===== src/rtl/input_pipeline_pkg.sv =====
// input_pipeline_pkg
// Shared definitions for the input pipeline DMA stage: the engine state
// encoding and the job mode codes carried on the 2-bit `mode` input.
package input_pipeline_pkg;

    typedef enum logic [1:0] {
        ST_IDLE  = 2'd0,
        ST_RUN   = 2'd1,
        ST_DRAIN = 2'd2,
        ST_DONE  = 2'd3
    } state_t;

    // Mode 3 is reserved and treated exactly like MODE_COPY.
    localparam logic [1:0] MODE_COPY  = 2'd0;
    localparam logic [1:0] MODE_BSWAP = 2'd1;
    localparam logic [1:0] MODE_ZTERM = 2'd2;

endpackage


===== src/rtl/input_pipeline_dma_if.sv =====
// input_pipeline_dma_if
// SRAM bus between the DMA engine and its two 1R1W memories.
//   m1ReadAddr  : source read address (engine -> m1)
//   m1ReadVal   : source read data    (m1 -> engine)
//   m2WriteAddr : destination write address (engine -> m2)
//   m2WriteVal  : destination write data    (engine -> m2)
//   m2WE        : destination write enable  (engine -> m2)
// master = engine side, slave = memory side.
interface input_pipeline_dma_if #(
    parameter int unsigned DATA_W = 128,
    parameter int unsigned ADDR_W = 16
);
    logic [ADDR_W-1:0] m1ReadAddr;
    logic [DATA_W-1:0] m1ReadVal;
    logic [ADDR_W-1:0] m2WriteAddr;
    logic [DATA_W-1:0] m2WriteVal;
    logic              m2WE;

    modport master (
        output m1ReadAddr,
        input  m1ReadVal,
        output m2WriteAddr,
        output m2WriteVal,
        output m2WE
    );

    modport slave (
        input  m1ReadAddr,
        output m1ReadVal,
        input  m2WriteAddr,
        input  m2WriteVal,
        input  m2WE
    );
endinterface


===== src/rtl/input_pipeline_dma_byte_swap.sv =====
// byte_swap
// Combinational byte reversal of a DATA_W-bit word: output byte k is
// input byte (DATA_W/8 - 1 - k).
//   din  : input word
//   dout : byte-reversed word
module byte_swap #(
    parameter int unsigned DATA_W = 128
) (
    input  logic [DATA_W-1:0] din,
    output logic [DATA_W-1:0] dout
);
    localparam int unsigned NBYTES = DATA_W / 8;

    always_comb begin
        dout = '0;
        for (int unsigned k = 0; k < NBYTES; k++) begin
            dout[8*k +: 8] = din[8*(NBYTES-1-k) +: 8];
        end
    end
endmodule


===== src/rtl/input_pipeline_dma.sv =====
// input_pipeline_dma
// Start/done block-copy engine: streams `length` words from the source
// SRAM (m1) to the destination SRAM (m2), one word per cycle, optionally
// byte-swapping each word (mode 1) or stopping at a zero word (mode 2).
// Ports:
//   clock, rst_n   : clock, synchronous active-low reset
//   start          : level; launches a job when high in IDLE
//   hold           : suppresses new source reads while high
//   mode           : 0 copy, 1 byte-swap, 2 zero-terminated, 3 = copy
//   src_base, dst_base, length : job parameters, latched at launch
//   mem            : SRAM bus (master side), see input_pipeline_dma_if
//   busy           : high in RUN and DRAIN
//   done           : high in DONE
//   write_cnt      : words written in the current or last job
// The first read is issued on the launch edge itself. Read data for a
// registered m1ReadAddr is sampled on the following edge and written out
// (registered) on that edge.
module input_pipeline_dma
    import input_pipeline_pkg::*;
#(
    parameter int unsigned DATA_W = 128,
    parameter int unsigned ADDR_W = 16,
    parameter int unsigned CNT_W  = ADDR_W + 1
) (
    input  logic                 clock,
    input  logic                 rst_n,
    input  logic                 start,
    input  logic                 hold,
    input  logic [1:0]           mode,
    input  logic [ADDR_W-1:0]    src_base,
    input  logic [ADDR_W-1:0]    dst_base,
    input  logic [CNT_W-1:0]     length,
    input_pipeline_dma_if.master mem,
    output logic                 busy,
    output logic                 done,
    output logic [CNT_W-1:0]     write_cnt
);
    state_t            state;
    logic [ADDR_W-1:0] src_q;
    logic [ADDR_W-1:0] dst_q;
    logic [CNT_W-1:0]  len_q;
    logic [CNT_W-1:0]  rd_idx;
    logic [1:0]        mode_q;
    logic              in_flight;

    logic              launch;
    logic              term;
    logic              issue;
    logic              last_issue;
    logic [CNT_W-1:0]  rd_base;
    logic [ADDR_W-1:0] rd_addr;
    logic [DATA_W-1:0] swapped;
    logic [DATA_W-1:0] wr_word;

    byte_swap #(.DATA_W(DATA_W)) u_byte_swap (
        .din  (mem.m1ReadVal),
        .dout (swapped)
    );

    // On the launch edge the job parameters come straight from the ports,
    // so the first read can go out without waiting for the latches.
    always_comb begin
        launch     = (state == ST_IDLE) && start;
        term       = in_flight && (mode_q == MODE_ZTERM) && (mem.m1ReadVal == '0);
        issue      = !hold && !term &&
                     ((state == ST_RUN) || (launch && (length != '0)));
        rd_base    = launch ? '0 : rd_idx;
        rd_addr    = launch ? src_base : src_q + ADDR_W'(rd_idx);
        last_issue = (rd_base + CNT_W'(1)) == (launch ? length : len_q);
        wr_word    = (mode_q == MODE_BSWAP) ? swapped : mem.m1ReadVal;
        busy       = (state == ST_RUN) || (state == ST_DRAIN);
        done       = (state == ST_DONE);
    end

    always_ff @(posedge clock) begin
        if (!rst_n) begin
            state           <= ST_IDLE;
            src_q           <= '0;
            dst_q           <= '0;
            len_q           <= '0;
            rd_idx          <= '0;
            mode_q          <= '0;
            in_flight       <= 1'b0;
            write_cnt       <= '0;
            mem.m1ReadAddr  <= '0;
            mem.m2WriteAddr <= '0;
            mem.m2WriteVal  <= '0;
            mem.m2WE        <= 1'b0;
        end else begin
            case (state)
                ST_IDLE: begin
                    if (launch) begin
                        src_q     <= src_base;
                        dst_q     <= dst_base;
                        len_q     <= length;
                        mode_q    <= mode;
                        rd_idx    <= '0;
                        write_cnt <= '0;
                        if (length == '0)
                            state <= ST_DONE;
                        else if (issue && last_issue)
                            state <= ST_DRAIN;
                        else
                            state <= ST_RUN;
                    end
                end
                ST_RUN: begin
                    if (term)
                        state <= ST_DONE;
                    else if (issue && last_issue)
                        state <= ST_DRAIN;
                end
                ST_DRAIN: begin
                    if (term || !in_flight)
                        state <= ST_DONE;
                end
                ST_DONE: begin
                    if (!start)
                        state <= ST_IDLE;
                end
                default: state <= ST_IDLE;
            endcase

            // A zero-terminated stop also blocks this cycle's issue, so no
            // further word is ever in flight after the terminator.
            in_flight <= issue;
            if (issue) begin
                mem.m1ReadAddr <= rd_addr;
                rd_idx         <= rd_base + CNT_W'(1);
            end

            mem.m2WE <= 1'b0;
            if (in_flight && !term) begin
                mem.m2WE        <= 1'b1;
                mem.m2WriteAddr <= dst_q + ADDR_W'(write_cnt);
                mem.m2WriteVal  <= wr_word;
                write_cnt       <= write_cnt + CNT_W'(1);
            end
        end
    end
endmodule


===== src/flat_wrapper.sv =====
// flat-port wrapper written by rule: the top's interface ports become plain ports
module input_pipeline_dma_flat import input_pipeline_pkg::*;
#(
    parameter int unsigned DATA_W = 128,
    parameter int unsigned ADDR_W = 16,
    parameter int unsigned CNT_W  = ADDR_W + 1
)
  (clock, rst_n, start, hold, mode, src_base, dst_base, length, busy, done, write_cnt, mem_m1ReadAddr, mem_m1ReadVal, mem_m2WriteAddr, mem_m2WriteVal, mem_m2WE);
  input_pipeline_dma_if #(.DATA_W(DATA_W), .ADDR_W(ADDR_W)) mem_i ();
  input  logic clock;
  input  logic rst_n;
  input  logic start;
  input  logic hold;
  input  logic [1:0] mode;
  input  logic [ADDR_W-1:0] src_base;
  input  logic [ADDR_W-1:0] dst_base;
  input  logic [CNT_W-1:0] length;
  output logic busy;
  output logic done;
  output logic [CNT_W-1:0] write_cnt;
  output wire logic [$bits(mem_i.m1ReadAddr)-1:0] mem_m1ReadAddr;
  input wire logic [$bits(mem_i.m1ReadVal)-1:0] mem_m1ReadVal;
  output wire logic [$bits(mem_i.m2WriteAddr)-1:0] mem_m2WriteAddr;
  output wire logic [$bits(mem_i.m2WriteVal)-1:0] mem_m2WriteVal;
  output wire logic [$bits(mem_i.m2WE)-1:0] mem_m2WE;
  assign mem_m1ReadAddr = mem_i.m1ReadAddr;
  assign mem_i.m1ReadVal = mem_m1ReadVal;
  assign mem_m2WriteAddr = mem_i.m2WriteAddr;
  assign mem_m2WriteVal = mem_i.m2WriteVal;
  assign mem_m2WE = mem_i.m2WE;
  input_pipeline_dma #(.DATA_W(DATA_W), .ADDR_W(ADDR_W), .CNT_W(CNT_W)) u_core (.clock(clock), .rst_n(rst_n), .start(start), .hold(hold), .mode(mode), .src_base(src_base), .dst_base(dst_base), .length(length), .mem(mem_i), .busy(busy), .done(done), .write_cnt(write_cnt));
endmodule

===== config.mk =====
export PLATFORM = sky130hd
export DESIGN_NAME = input_pipeline_dma_flat
export DESIGN_NICKNAME = d
export VERILOG_FILES = /design/src/rtl/input_pipeline_pkg.sv /design/src/rtl/input_pipeline_dma_if.sv /design/src/rtl/input_pipeline_dma_byte_swap.sv /design/src/rtl/input_pipeline_dma.sv /design/src/flat_wrapper.sv
export SDC_FILE = /design/constraint.sdc
export NUM_CORES = 1
export LEC_CHECK = 0
export BUFFER_PORTS_ARGS = -buffer_cell sky130_fd_sc_hd__buf_4
export CAP_MARGIN = 20
export CORE_MARGIN = 5
export CORE_UTILIZATION = 49
export CTS_BUF_LIST = sky130_fd_sc_hd__clkbuf_4 sky130_fd_sc_hd__clkbuf_8
export DETAILED_ROUTE_END_ITERATION = 16
export PLACE_DENSITY_LB_ADDON = 0.3
export SYNTH_ARGS = -nofsm -noshare
export SYNTH_HDL_FRONTEND = slang
export SYNTH_SLANG_ARGS = --single-unit

===== constraint.sdc =====
create_clock -name clock -period 3.6 [get_ports clock]
set_input_delay 0 -clock clock [delete_from_list [all_inputs] [get_ports clock]]
set_output_delay 0 -clock clock [all_outputs]
set_load 0.02 [all_outputs]

==> impl_metrics.tcl <==
set metrics [dict create \
    reg2reg_depth 13 \
    wl_met3_um 5029 \
    setup_viol 1 \
    clkTransAtPathRegs_ns 0.06 \
    topRoutingLayerUsed "met4" \
    synth_seq_area_share_pct 39.78 \
    wl_per_cell_um 20.36 \
    drv_slew 0 \
    die_w_um 169.9 \
    drt-total-wl_um 51680 \
    port_buffers 362 \
    multi_input_area_um2 7020 \
    seq_power_share_pct 35.6 \
    internal_power_uw 6123 \
    drc_errors 0 \
    antenna_found_initial 1 \
    fin_crit_ns 3.635 \
    finalHoldViolCount 0 \
    drive_above_1_share_pct 21.99 \
    cts_buffer_depth 3 \
    gp_congestion 0.9256 \
    cts_setup_buffers 0 \
    worstSetupEndpointType "flip-flop" \
    grt_usage_pct 33.90 \
    pwr-share-comb_pct 36.0 \
    die_h_um 169.9 \
    power_switching_uw 3516 \
    rows 58 \
    p_clk_share_pct 28.4 \
    synth.largest_area_cell "dfxtp_1" \
    clk_latency_ns 0.55 \
    cp-start-kind "primary input" \
    crit_type "primary input to flip-flop" \
    synth_top_area_share_pct 39.78 \
    core_um2 25180 \
    ff_latch_area_um2 4985 \
    fin_crit_sh_pct 101.0 \
    fill_cells 1675 \
    yosysWarnings 0 \
    place_area_um2 15370 \
    min_path_cells 4 \
    wl_met1_um 18860 \
    mostFrequentLayoutCell "nand2_1" \
    clock-sinks 249 \
    min_to "u_core.dst_q[8]" \
    finalClockSkew_ns 0.02517 \
    p_per_area_nw_per_um2 513.2 \
    start_util_pct 49.76 \
    post-dp-hpwl_um 31690 \
    dr_wl_met2_um 24150 \
    drv_cap 0 \
    overflow 0 \
    tightestPinTransition_ns 1.159 \
    ios 363 \
    min_from "dst_base[8]" \
    netlist_instances 1620 \
    syn_to_final_growth_pct 49.89 \
    synth_edf_count 0 \
    fin_setup_tns_ns -0.03518 \
    synth_cell_types 75 \
    fin_ws_ns -0.03518 \
    slew_headroom_pct 22.75 \
    r2r_setup_slack_ns 0.27 \
    ys.flop_type "dfxtp_1" \
    crit_path_cell_trace "dlygate4sd3_1 -> buf_4 -> nor4_1 -> nand4_1 -> nor4_4 -> a31oi_4 -> buf_12 -> nor2_1 -> a311oi_1 -> dlygate4sd3_1" \
    postSynthAreaPerCell_um2 7.735 \
    worstPathRequired_ns 4.01 \
    crit_path_max_incr_delay_ns 0.67 \
    synth.ff_latch_count 249 \
    firstDrtPassIters 6 \
    fin_nets 2395 \
    grt_max_degree 257 \
    cts_tree "built" \
    synthTopCellsByArea "dfxtp_1, nand2_1, a311oi_1" \
    status "complete, but fails checks" \
    rr_startpoint "u_core.state[0]" \
    grt_pass1_vias 14690 \
    grt_pass1_wl_um 80050 \
    min_path_type "primary input to flip-flop" \
    cts_buffers 43 \
    swShare_pct 36.48 \
    p_leak_uw 0.008084 \
    peakVddDrop_uv 456.9 \
    vias_per_cell 5.968 \
    mostFrequentLayoutCells "nand2_1, buf_4, dfxtp_1" \
    netlist_area_um2 12530 \
    drt_iter0_markers 2034 \
    cts_root_buffer "clkbuf_8" \
    dieArea_um2 28870 \
    path_max_fanout 256 \
    violations "negative setup slack" \
    rsz0062_at_grt "no" \
    r2r_end "u_core.state[0]" \
    crit_top_cell "dlygate4sd3_1" \
    synth_nets 1842 \
    antenna_left 0 \
    crit_arrival_ns 4.05 \
    synthArstFlopShare_pct 0 \
    vias 15150 \
    clock.fmax_mhz 275.1 \
    crit_path_top_delay_cell "dlygate4sd3_1" \
    cts_max_level 2 \
    finish.instance_area_um2 18780 \
]
stage by stage:
| stage | util, % | cells | setup WS (ns) | hold slack, ns | total power [uW] |
|---|---|---|---|---|---|
| 6_report | 74.59 | 2539 | -0.03518 | 0.2697 | 9639 |
| 2_1_floorplan | - | 1620 | 0.2108 | 0.1251 | 5334 |
| 4_1_cts | 74.48 | 2536 | 0.2089 | 0.2347 | 9480 |
| 3_5_place_dp | 61.04 | 2212 | 0.2038 | 0.2613 | 6467 |
| 5_1_grt | 74.57 | 2537 | 0.02124 | 0.2728 | 10090 |
| 3_3_place_gp | 61.04 | 2212 | 0.4164 | 0.2482 | 6401 |
power by group through the flow:
stage / clock, uW / combinational (uW) / sequential [uW]
after global placement: 0 / 2960 / 3450
after global routing: 2890 / 3730 / 3460
final: 2740 / 3470 / 3430
after CTS: 2750 / 3330 / 3400
after detailed placement: 0 / 3010 / 3460
after floorplan: 0 / 1590 / 3740
synth_stat cells (7+ instances only):
library cell	instances
a211oi_1	10
a21oi_1	101
a311oi_1	132
a31oi_1	17
and2_1	7
and3_1	16
buf_2	24
clkbuf_1	81
dfxtp_1	249
ha_1	37
inv_1	15
nand2_1	425
nand2b_1	8
nand3_1	30
nand3b_1	9
nand4_1	14
nor2_1	193
nor3_1	16
nor4_1	33
o211ai_1	8
o21a_1	8
o21ai_0	37
xnor2_1	34
xor2_1	23
cell type report:
class,count,area share [%]
Multi-Input combinational cell,1238,37.38
Timing Repair Buffer,625,28.59
Sequential cell,249,26.54
Clock buffer,71,4.670
Tap cell,330,2.198
Inverter,16,0.3464
Clock inverter,7,0.2332
Antenna cell,3,0.03997
worst max-delay path: cells and delay by family:
kind	cells	cell delay (ns)
and+or+nand+nor	4	1.78
buffers and inverters	4	1.70
AOI/OAI and AO/OA	2	0.30
logic make-up after synthesis:
kind of cell             Yosys count  share of synthesized area [%]
XOR/XNOR                          57                          3.984
adder cells (fa/ha/maj)           39                          4.014
AO/OA/AOI/OAI                    355                          20.21
AND/OR/NAND/NOR                  780                          26.82
multiplexers                       7                         0.5692
buffers and inverters            133                          4.623
flip-flops                       249                          39.78
worst max-delay path by stage:
stage	from	endpoint	slack, ns
floorplan	u_core.state[0]	u_core.state[0]	0.21
global placement	u_core.state[0]	u_core.state[0]	0.42
detailed placement	u_core.state[0]	u_core.state[0]	0.20
CTS	u_core.state[0]	u_core.state[0]	0.21
global route	u_core.state[0]	u_core.state[0]	0.02
finish	mem_m1ReadVal[87]	u_core.mem.m2WriteVal[74]	-0.04
sequential cells by signal (all words and copies together), names as in the netlist:
| name | cells |
|---|---|
| u_core.mode_q | 2 |
| u_core.write_cnt | 17 |
| u_core.dst_q | 16 |
| u_core.mem.m2WriteAddr | 16 |
| u_core.mem.m1ReadAddr | 16 |
| u_core.src_q | 16 |
| u_core.mem.m2WE | 1 |
| u_core.in_flight | 1 |
| u_core.rd_idx | 17 |
| u_core.mem.m2WriteVal | 128 |
| u_core.len_q | 17 |
| u_core.state | 2 |
per-layer routing:
layer,vias up,GRT usage [%]
met5,-,0
li1,6879,-
met1,7006,40.05
met4,0,19.44
met2,999,56.69
met3,270,7.735
timing repair:
action	CTS	global route
hold endpoints to repair	207	0
resized for setup	0	4
endpoints found under the setup margin	0	2
hold buffers	246	0
No activity file was read; power rests on OpenSTA's default activity.
